[src/rtl/axi_wb_arbiter.sv]
// axi_wb_arbiter: round-robin arbiter that sequences two burst-writer requesters onto one AXI4 write port.
// Rev 1.0 -- IDLE/AW/W/B sequencer with registered AW descriptor and pass-through W data.
`default_nettype none

module axi_wb_arbiter #(
  parameter int ADDR_WIDTH = 16,
  parameter int DATA_WIDTH = 32,
  parameter int LEN_WIDTH  = 8
) (
  input  logic                    clk,
  input  logic                    rst,
  input  logic [1:0]              req_valid,
  output logic [1:0]              req_ready,
  input  logic [ADDR_WIDTH-1:0]   req_addr_0,
  input  logic [ADDR_WIDTH-1:0]   req_addr_1,
  input  logic [LEN_WIDTH-1:0]    req_len_0,
  input  logic [LEN_WIDTH-1:0]    req_len_1,
  input  logic [1:0]              data_valid,
  output logic [1:0]              data_ready,
  input  logic [DATA_WIDTH-1:0]   data_0,
  input  logic [DATA_WIDTH-1:0]   data_1,
  output logic [1:0]              done,
  output logic                    err,
  output logic [ADDR_WIDTH-1:0]   s_axi_awaddr,
  output logic [LEN_WIDTH-1:0]    s_axi_awlen,
  output logic [2:0]              s_axi_awsize,
  output logic [1:0]              s_axi_awburst,
  output logic                    s_axi_awvalid,
  input  logic                    s_axi_awready,
  output logic [DATA_WIDTH-1:0]   s_axi_wdata,
  output logic [DATA_WIDTH/8-1:0] s_axi_wstrb,
  output logic                    s_axi_wlast,
  output logic                    s_axi_wvalid,
  input  logic                    s_axi_wready,
  input  logic [1:0]              s_axi_bresp,
  input  logic                    s_axi_bvalid,
  output logic                    s_axi_bready,
  output logic                    busy
);

  localparam int STRB_WIDTH = DATA_WIDTH / 8;

  localparam logic [1:0] S_IDLE = 2'd0;
  localparam logic [1:0] S_AW   = 2'd1;
  localparam logic [1:0] S_W    = 2'd2;
  localparam logic [1:0] S_B    = 2'd3;

  logic [1:0]            state_q, state_d;
  logic                  gnt_q, gnt_d;
  logic                  last_gnt_q, last_gnt_d;
  logic [ADDR_WIDTH-1:0] addr_q, addr_d;
  logic [LEN_WIDTH-1:0]  len_q, len_d;
  logic [LEN_WIDTH-1:0]  beat_cnt_q, beat_cnt_d;

  logic any_req;
  logic winner;
  logic in_idle, in_aw, in_w, in_b;
  logic last_beat;
  logic beat_fire;

  assign in_idle   = (state_q == S_IDLE);
  assign in_aw     = (state_q == S_AW);
  assign in_w      = (state_q == S_W);
  assign in_b      = (state_q == S_B);
  assign any_req   = |req_valid;
  // On a tie the requester that did not win last time gets the port.
  assign winner    = (req_valid == 2'b11) ? ~last_gnt_q : req_valid[1];
  assign last_beat = (beat_cnt_q == len_q);
  assign beat_fire = s_axi_wvalid && s_axi_wready;

  always_comb begin
    state_d    = state_q;
    gnt_d      = gnt_q;
    last_gnt_d = last_gnt_q;
    addr_d     = addr_q;
    len_d      = len_q;
    beat_cnt_d = beat_cnt_q;
    case (state_q)
      S_IDLE: begin
        if (any_req) begin
          gnt_d      = winner;
          last_gnt_d = winner;
          addr_d     = winner ? req_addr_1 : req_addr_0;
          len_d      = winner ? req_len_1 : req_len_0;
          beat_cnt_d = '0;
          state_d    = S_AW;
        end
      end
      S_AW: begin
        if (s_axi_awready) state_d = S_W;
      end
      S_W: begin
        if (beat_fire) begin
          if (last_beat) state_d = S_B;
          else           beat_cnt_d = beat_cnt_q + 1'b1;
        end
      end
      S_B: begin
        if (s_axi_bvalid) state_d = S_IDLE;
      end
      default: state_d = S_IDLE;
    endcase
  end

  always_ff @(posedge clk or negedge rst) begin
    if (!rst) begin
      state_q    <= S_IDLE;
      gnt_q      <= 1'b0;
      last_gnt_q <= 1'b1;
      addr_q     <= '0;
      len_q      <= '0;
      beat_cnt_q <= '0;
    end else begin
      state_q    <= state_d;
      gnt_q      <= gnt_d;
      last_gnt_q <= last_gnt_d;
      addr_q     <= addr_d;
      len_q      <= len_d;
      beat_cnt_q <= beat_cnt_d;
    end
  end

  // The accept strobe is combinational, so it is gated by reset to keep it quiet while rst is low.
  assign req_ready = (rst && in_idle && any_req) ? (winner ? 2'b10 : 2'b01) : 2'b00;

  assign s_axi_awaddr  = addr_q;
  assign s_axi_awlen   = len_q;
  assign s_axi_awsize  = 3'd2;
  assign s_axi_awburst = 2'b01;
  assign s_axi_awvalid = in_aw;

  assign s_axi_wvalid = in_w && (gnt_q ? data_valid[1] : data_valid[0]);
  assign s_axi_wdata  = in_w ? (gnt_q ? data_1 : data_0) : '0;
  assign s_axi_wstrb  = in_w ? {STRB_WIDTH{1'b1}} : '0;
  assign s_axi_wlast  = in_w && last_beat;
  assign data_ready   = in_w ? (gnt_q ? {s_axi_wready, 1'b0} : {1'b0, s_axi_wready}) : 2'b00;

  assign s_axi_bready = in_b;
  assign done         = (in_b && s_axi_bvalid) ? (gnt_q ? 2'b10 : 2'b01) : 2'b00;
  assign err          = in_b && s_axi_bvalid && (s_axi_bresp != 2'b00);
  assign busy         = !in_idle;

endmodule

`default_nettype wire
[config.mk]
export PLATFORM = sky130hd
export DESIGN_NAME = axi_wb_arbiter
export DESIGN_NICKNAME = d
export VERILOG_FILES = /design/src/rtl/axi_wb_arbiter.sv
export SDC_FILE = /design/constraint.sdc
export NUM_CORES = 1
export LEC_CHECK = 0
export BUFFER_PORTS_ARGS = -buffer_cell sky130_fd_sc_hd__buf_2
export CAP_MARGIN = 5
export CORE_UTILIZATION = 44
export DETAILED_ROUTE_END_ITERATION = 8
export GPL_ROUTABILITY_DRIVEN = 0
export GPL_TIMING_DRIVEN = 1
export HOLD_SLACK_MARGIN = 0.08
export PLACE_DENSITY = 0.88
export SLEW_MARGIN = 20
export SYNTH_ARGS = -nofsm -noshare
export SYNTH_HDL_FRONTEND = slang
export SYNTH_SLANG_ARGS = --single-unit
[constraint.sdc]
create_clock -name clk -period 4.4 [get_ports clk]
set_clock_uncertainty 0.15 [all_clocks]
set_input_delay 0 -clock clk [delete_from_list [all_inputs] [get_ports clk]]
set_output_delay 0 -clock clk [all_outputs]
set_load 0.1 [all_outputs]
==> results.md, run 1 <==
- First-pass GRT wire length: between 10 and 15 mm
- Worst Hold Class: primary input to flop
- Die area: 6200 um2
- Crit-path max cell delay: 0.51 ns
- Detailed Place HPWL: between 5 and 6 mm
- Slowest CP cell: or4_1
- Fin. Hold Viols: 0
- Worst Tran Pin Value: 1.08 ns
- #FFs+latches synth: 36
- CP Buf/Inv Count: 2
- Hold_sp: s_axi_bvalid
- Largest delay share family, worst path: simple AND/OR/NAND/NOR gates
- Vias in the first global route: approximately 3,000
- Setup-failing EPs final: 0
- Cell Rows: 27
- Reg area: 903 um2
- Critical Path AT: ~2.8 ns
- Initial antenna violation count: 0
- Layout cells sized above 1: 0.414
- CP cell instances: inv_1 -> ha_1 -> buf_4 -> nor4b_2 -> o21ai_2 -> or4_1 -> nand3_1
- Reg2reg path depth: 7
- Clock Sinks: 36
- CTS tree: built
- Via count: 3,055
- # fillers: 370
- Antenna-violating nets left: 0
- Pin count of the biggest net entering global routing: about 50
- Reg2Reg Setup Slack: around 1.7 ns
- H-tree depth: 2
- Avg Cell Area, Syn: 9.16 um2
- Distinct cells, synth: 39
- Cts repair resizes: 0
- Syn Inst Count: between 200 and 300
- Port Buffer Count: 194
- Multi-input logic area: around 1600 um2
- Worst r2r dst: beat_cnt_q[7]$_DFFE_PN0P_
- Setup crit end kind: flop
- Tcrit/Tclk final: 0.607
- Detailed Route Iter0 Violations: 83
- Nets: 647
- Status: finished, final reports clean
- Synth warnings: 0
- Drt first pass iters: 4
- Clk Latency, worst-skew pair: 0.29 ns
- Hold Path End: state_q[0]$_DFFE_PN0P_
- Ant diodes: 0
- Worst-path clk slew: around 0.070 ns
- Setup TNS: 0 ns
- Clock root cell: clkbuf_8
- Cts bufs inserted: 5
- DR WL/cell: roughly 16 um
- RSZ-0062 raised after global routing: false
- Hold path depth: 3
- Clock buffer depth: 2
- Post-route DRC: 0
- Total wire length: approximately 9.4 mm
- GRT Total Usage: 0.300
- Sequential fraction of the synthesis area: 0.348
- Startpoint Class: flop
- Core area: 5610 um2
- Worst Path Max Fanout: 32
- FF-to-FF Start: state_q[0]$_DFFE_PN0P_
- Area grow syn2layout: 61.7%
- Chip height: about 79 um
- Max_cap viols: 0
- Slew HR: 0.279
- Chip Width: between 70 and 80 um
- Overflow after GRT: 0
- Fin. max-slew vios: 0
- CP required: approximately 4.5 ns
- Post-Syn Area: between 2000 and 3000 um2
- Max Clock Freq: 374 MHz
- Tmin final: around 2.7 ns
- I/O pins: 200
- Vias per inst: between 5 and 6
- Initial cell density of the core: 0.462
- WS Path Type: flop to flop
synth_stat cells:
cell type  instances  area (um2)
a21boi_0           1        7.51
buf_1              1        3.75
nand4_1            2        12.5
a21oi_1            2        10.0
inv_1              6        22.5
nand2_1           31         116
mux2_2             2        22.5
buf_4              9        67.6
nor4b_2            1        15.0
a22o_1             2        17.5
o21ai_0           27         135
nor3b_1            2        15.0
or4_1              1        7.51
nor2b_1           36         225
o31ai_1            3        22.5
o32a_1             1        10.0
a211oi_1           1        7.51
ha_1               6        75.1
buf_2              6        30.0
and2_1             2        12.5
nor2_1             5        18.8
o311ai_0           1        8.76
mux2i_1           57         571
or2_2              2        12.5
o21ai_1            1        5.00
o22ai_1            1        6.26
and3_1             3        18.8
a221o_1            1        10.0
clkbuf_1          10        37.5
dfrtp_1           35         876
xnor2_1            8        70.1
a31oi_1            1        6.26
o221ai_1           1        8.76
conb_1             2        7.51
o21ai_2            1        8.76
dfstp_2            1        26.3
a21o_1             4        30.0
nand3_1            6        30.0
nor3_1             1        5.00
cell families (layout without fill, tap and decap cells):
group                    count (synthesis)  in the layout  share of synthesized area
flip-flops                              36             36                      0.348
buffers and inverters                   32            265                     0.0623
AND/OR/NAND/NOR                         92             92                      0.189
multiplexers                            59             59                      0.229
XOR/XNOR                                 8              8                     0.0270
AO/OA/AOI/OAI                           48             48                      0.113
adder cells (fa/ha/maj)                  6              6                     0.0290
other                                    2              5                    0.00290
metrics by stage:
stage	cells	worst slack (ns)	instance area [um2]	util	hold slack (ns)
3_5_place_dp	530	1.69	3570	0.637	-0.197
3_3_place_gp	530	1.79	3570	0.637	-0.206
6_report	591	1.73	4190	0.747	0.0792
4_1_cts	591	1.69	4190	0.747	0.0831
2_1_floorplan	286	0.936	2600	-	-0.446
5_1_grt	591	1.44	4190	0.747	0.131
layout by cell type (no fill, tap or decap), drive strengths merged:
cell type / count
dfrtp: 35
nor3b: 2
nor3: 1
buf: 198
xnor2: 8
ha: 6
a221o: 1
inv: 6
dfstp: 1
conb: 5
and2: 2
o311ai: 1
mux2i: 57
o32a: 1
or2: 2
nor2b: 36
dlygate4sd3: 53
clkinv: 1
o31ai: 3
nand4: 2
o21ai: 29
or4: 1
and3: 3
nor4b: 1
o221ai: 1
a22o: 2
a21oi: 2
clkbuf: 6
a31oi: 1
a21o: 4
o22ai: 1
a211oi: 1
a21boi: 1
nor2: 5
nand2: 31
clkinvlp: 1
nand3: 6
mux2: 2
flip-flops by register name, summed over array words and instances, names as in the netlist:
name and flops:
beat_cnt_q 8, gnt_q 1, last_gnt_q 1, s_axi_awaddr 16, s_axi_awlen 8, state_q 2
tightest hold or removal path, cell delays in order:
cell and delay (ns):
buf_2 0.12, o221ai_1 0.23, o32a_1 0.14
layout make-up:
cell class	instances	share of cell area
inverter	6	0.00537
tap	72	0.0215
timing repair buffer	251	0.365
clock inverter	2	0.00388
sequential	36	0.216
clock buffer	6	0.0173
multi-input combinational	218	0.371
per-layer routing:
| metal | global-route usage | part of all wire | vias to the layer above |
|---|---|---|---|
| met2 | 0.570 | 0.52 | 177 |
| li1 | - | - | 1431 |
| met1 | 0.306 | 0.36 | 1416 |
| met3 | 0.0736 | 0.088 | 31 |
| met4 | 0.137 | 0.032 | 0 |
| met5 | 0 | 0 | - |
worst max path at each step:
stage                                 from                         to  slack, ns  cells past startpoint
global placement    state_q[0]$_DFFE_PN0P_  beat_cnt_q[7]$_DFFE_PN0P_       1.79                      7
finish              state_q[0]$_DFFE_PN0P_  beat_cnt_q[7]$_DFFE_PN0P_       1.73                      7
floorplan           state_q[0]$_DFFE_PN0P_               req_ready[0]       0.94                      5
global route        state_q[0]$_DFFE_PN0P_  beat_cnt_q[7]$_DFFE_PN0P_       1.44                      7
CTS                 state_q[0]$_DFFE_PN0P_  beat_cnt_q[7]$_DFFE_PN0P_       1.69                      7
detailed placement  state_q[0]$_DFFE_PN0P_  beat_cnt_q[7]$_DFFE_PN0P_       1.69                      7
what timing repair did:
| action | CTS | global route |
|---|---|---|
| buffers inserted | 0 | 0 |
| hold buffers | 53 | 0 |
| hold endpoints to repair | 61 | 0 |
Power of run 1 is not shown: default switching activity piles up to over one toggle a cycle in this logic, so the estimate is an artifact.
==> run 2, diff against run 1 <==
- CORE_UTILIZATION: 44 -> 36
- PLACE_DENSITY: 0.88 -> 0.77
- clock period: 4.4 -> 2.2 ns (I/O delays scaled with it)
==> run 2 against run 1 <==
The flow now finishes with violations (negative setup slack). Register-to-register slack got worse by 1.7 ns. Utilization rose by 1.6 points. Routed wire length rose by 19%. Worst setup slack got worse by 1.7 ns. Critical path type unchanged. Critical endpoint is now state_q[1]$_DFFE_PN0P_. Largest cell class is now buffers.
==> results.md, run 2 (synthesis results as in run 1) <==
- Routed wl met3: 743 um
- Vias per inst: 5.16
- Clock buffer depth: 2
- Setup crit end kind: flop
- CP required: between 2 and 2.5 ns
- FF-to-FF Start: beat_cnt_q[3]$_DFFE_PN0P_
- Setup-failing EPs final: 1
- Vias in the first global route: 3,210
- Total wire length: between 10 and 15 mm
- Hold slack: slightly above 0.1 ns
- Worst-path clk slew: around 0.080 ns
- Most common cell after layout, fill and taps aside: buf_2
- Hold path depth: 3
- I/O pins: 200
- GRT Total Usage: 0.290
- Area grow syn2layout: 102%
- Max reg flops: 16
- Max Clock Freq: between 400 and 500 MHz
- WS Path Type: flop to flop
- DP Area: 4580 um2
- PnR worst setup slack: -0.0101 ns
- CP Buf/Inv Count: 0
- Detailed Route Iter0 Violations: around 300
- Clock root cell: clkbuf_8
- Crit-path max cell delay: roughly 0.47 ns
- WL met2: around 6.3 mm
- CP cell instances: xnor2_1 -> nand4_1 -> o21ai_0 -> nor2b_1 -> mux2_2
- Drt first pass iters: 6
- Clock Sinks: 36
- Fin util: 0.764
- Reg2reg path depth: 5
- Tmin final: roughly 2.2 ns
- DR top layer: met4
- Slowest CP cell: dfrtp_1
- Post-Route M1 WL: ~3.8 mm
- Reg2Reg Setup Slack: -0.01 ns
- Fin. Hold Viols: 0
- Hold Path End: state_q[0]$_DFFE_PN0P_
- Via count: about 3,200
- Core area: 6870 um2
- RSZ-0062 raised after global routing: true
- Initial antenna violation count: 1
- H-tree depth: 2
- Pin count of the biggest net entering global routing: 38
- Layout cells sized above 1: 0.525
- Worst Path Max Fanout: 6
- Startpoint Class: flop
- Antenna-violating nets left: 0
- # fillers: ~420
- Status: finished, violations left
- Most frequent cells in the layout: buf_2, mux2i_1, dlygate4sd3_1, buf_12, nor2b_4
- Worst r2r dst: state_q[1]$_DFFE_PN0P_
- Chip Width: between 80 and 90 um
- Die area: 7540 um2
- Overflow after GRT: 0
- Cell Rows: 30
- Worst Hold Class: primary input to flop
- Setup TNS: -0.0101 ns
- Hold_sp: s_axi_bvalid
- Initial cell density of the core: 0.377
- Worst Tran Pin Value: approximately 0.8 ns
- Finished Cell Area: 5250 um2
- Cts bufs inserted: 5
- Max_cap viols: 0
- Largest delay share family, worst path: simple AND/OR/NAND/NOR gates
- CTS tree: built
- Nets: about 660
- Critical Path AT: 2.24 ns
- Detailed Place HPWL: 7.04 mm
- Violated checks: negative setup slack
- Chip height: 86.9 um
- DR WL/cell: around 18 um
- Port Buffer Count: 194
- Post-route DRC: 0
- First-pass GRT wire length: 16.4 mm
- Tcrit/Tclk final: 1.00
- Clk Latency, worst-skew pair: about 0.29 ns
- Slew HR: 0.480
- Fin. max-slew vios: 0
==> run 2: what timing repair did <==
| item | CTS | global route |
|---|---|---|
| hold endpoints to repair | 63 | 0 |
| hold buffers | 53 | 0 |
| setup endpoints to repair | 4 | 5 |
| cloned | 0 | 0 |
| pin swaps | 2 | 0 |
| buffers inserted | 0 | 2 |
| gates resized for setup | 2 | 3 |
==> run 2: final cells by class <==
| cell class | instances | area [um2] | area share |
|---|---|---|---|
| inverters | 6 | 22.5 | 0.00429 |
| multi-input cells | 218 | 1850 | 0.352 |
| clock buffers | 8 | 100 | 0.0191 |
| diodes | 1 | 2.50 | 0.000477 |
| repair buffers | 260 | 2240 | 0.427 |
| well taps | 96 | 120 | 0.0229 |
| flip-flops and latches | 36 | 913 | 0.174 |
==> run 2: worst register-to-register path, stage by stage, from the launching register on <==
cell and delay, ns:
dfrtp_1 0.47, xnor2_1 0.26, nand4_1 0.29, o21ai_0 0.30, nor2b_1 0.26, mux2_2 0.36
==> run 2: how the worst max path moves through the flow <==
stage	start	end	slack, ns	cells after the start
final	beat_cnt_q[3]$_DFFE_PN0P_	state_q[1]$_DFFE_PN0P_	-0.01	5
after global routing	state_q[0]$_DFFE_PN0P_	beat_cnt_q[7]$_DFFE_PN0P_	-0.09	7
after CTS	state_q[1]$_DFFE_PN0P_	state_q[1]$_DFFE_PN0P_	0.07	7
after detailed placement	state_q[1]$_DFFE_PN0P_	beat_cnt_q[7]$_DFFE_PN0P_	-0.05	7
after global placement	state_q[1]$_DFFE_PN0P_	beat_cnt_q[7]$_DFFE_PN0P_	0.11	7
after floorplan	state_q[0]$_DFFE_PN0P_	err	-0.23	3
==> run 2: metal layers <==
| layer | track usage | vias up |
|---|---|---|
| met5 | 0 | - |
| met4 | 0.129 | 0 |
| met3 | 0.0682 | 34 |
| met2 | 0.535 | 163 |
| met1 | 0.312 | 1568 |
| li1 | - | 1457 |
==> run 2: metrics by stage <==
stage | worst slack [ns] | std cells
after global routing | -0.0940 | 625
after floorplan | -0.225 | 286
final | -0.0101 | 625
after CTS | 0.0683 | 622
after global placement | 0.108 | 561
after detailed placement | -0.0485 | 561
Power of run 2 is left out for the same reason.
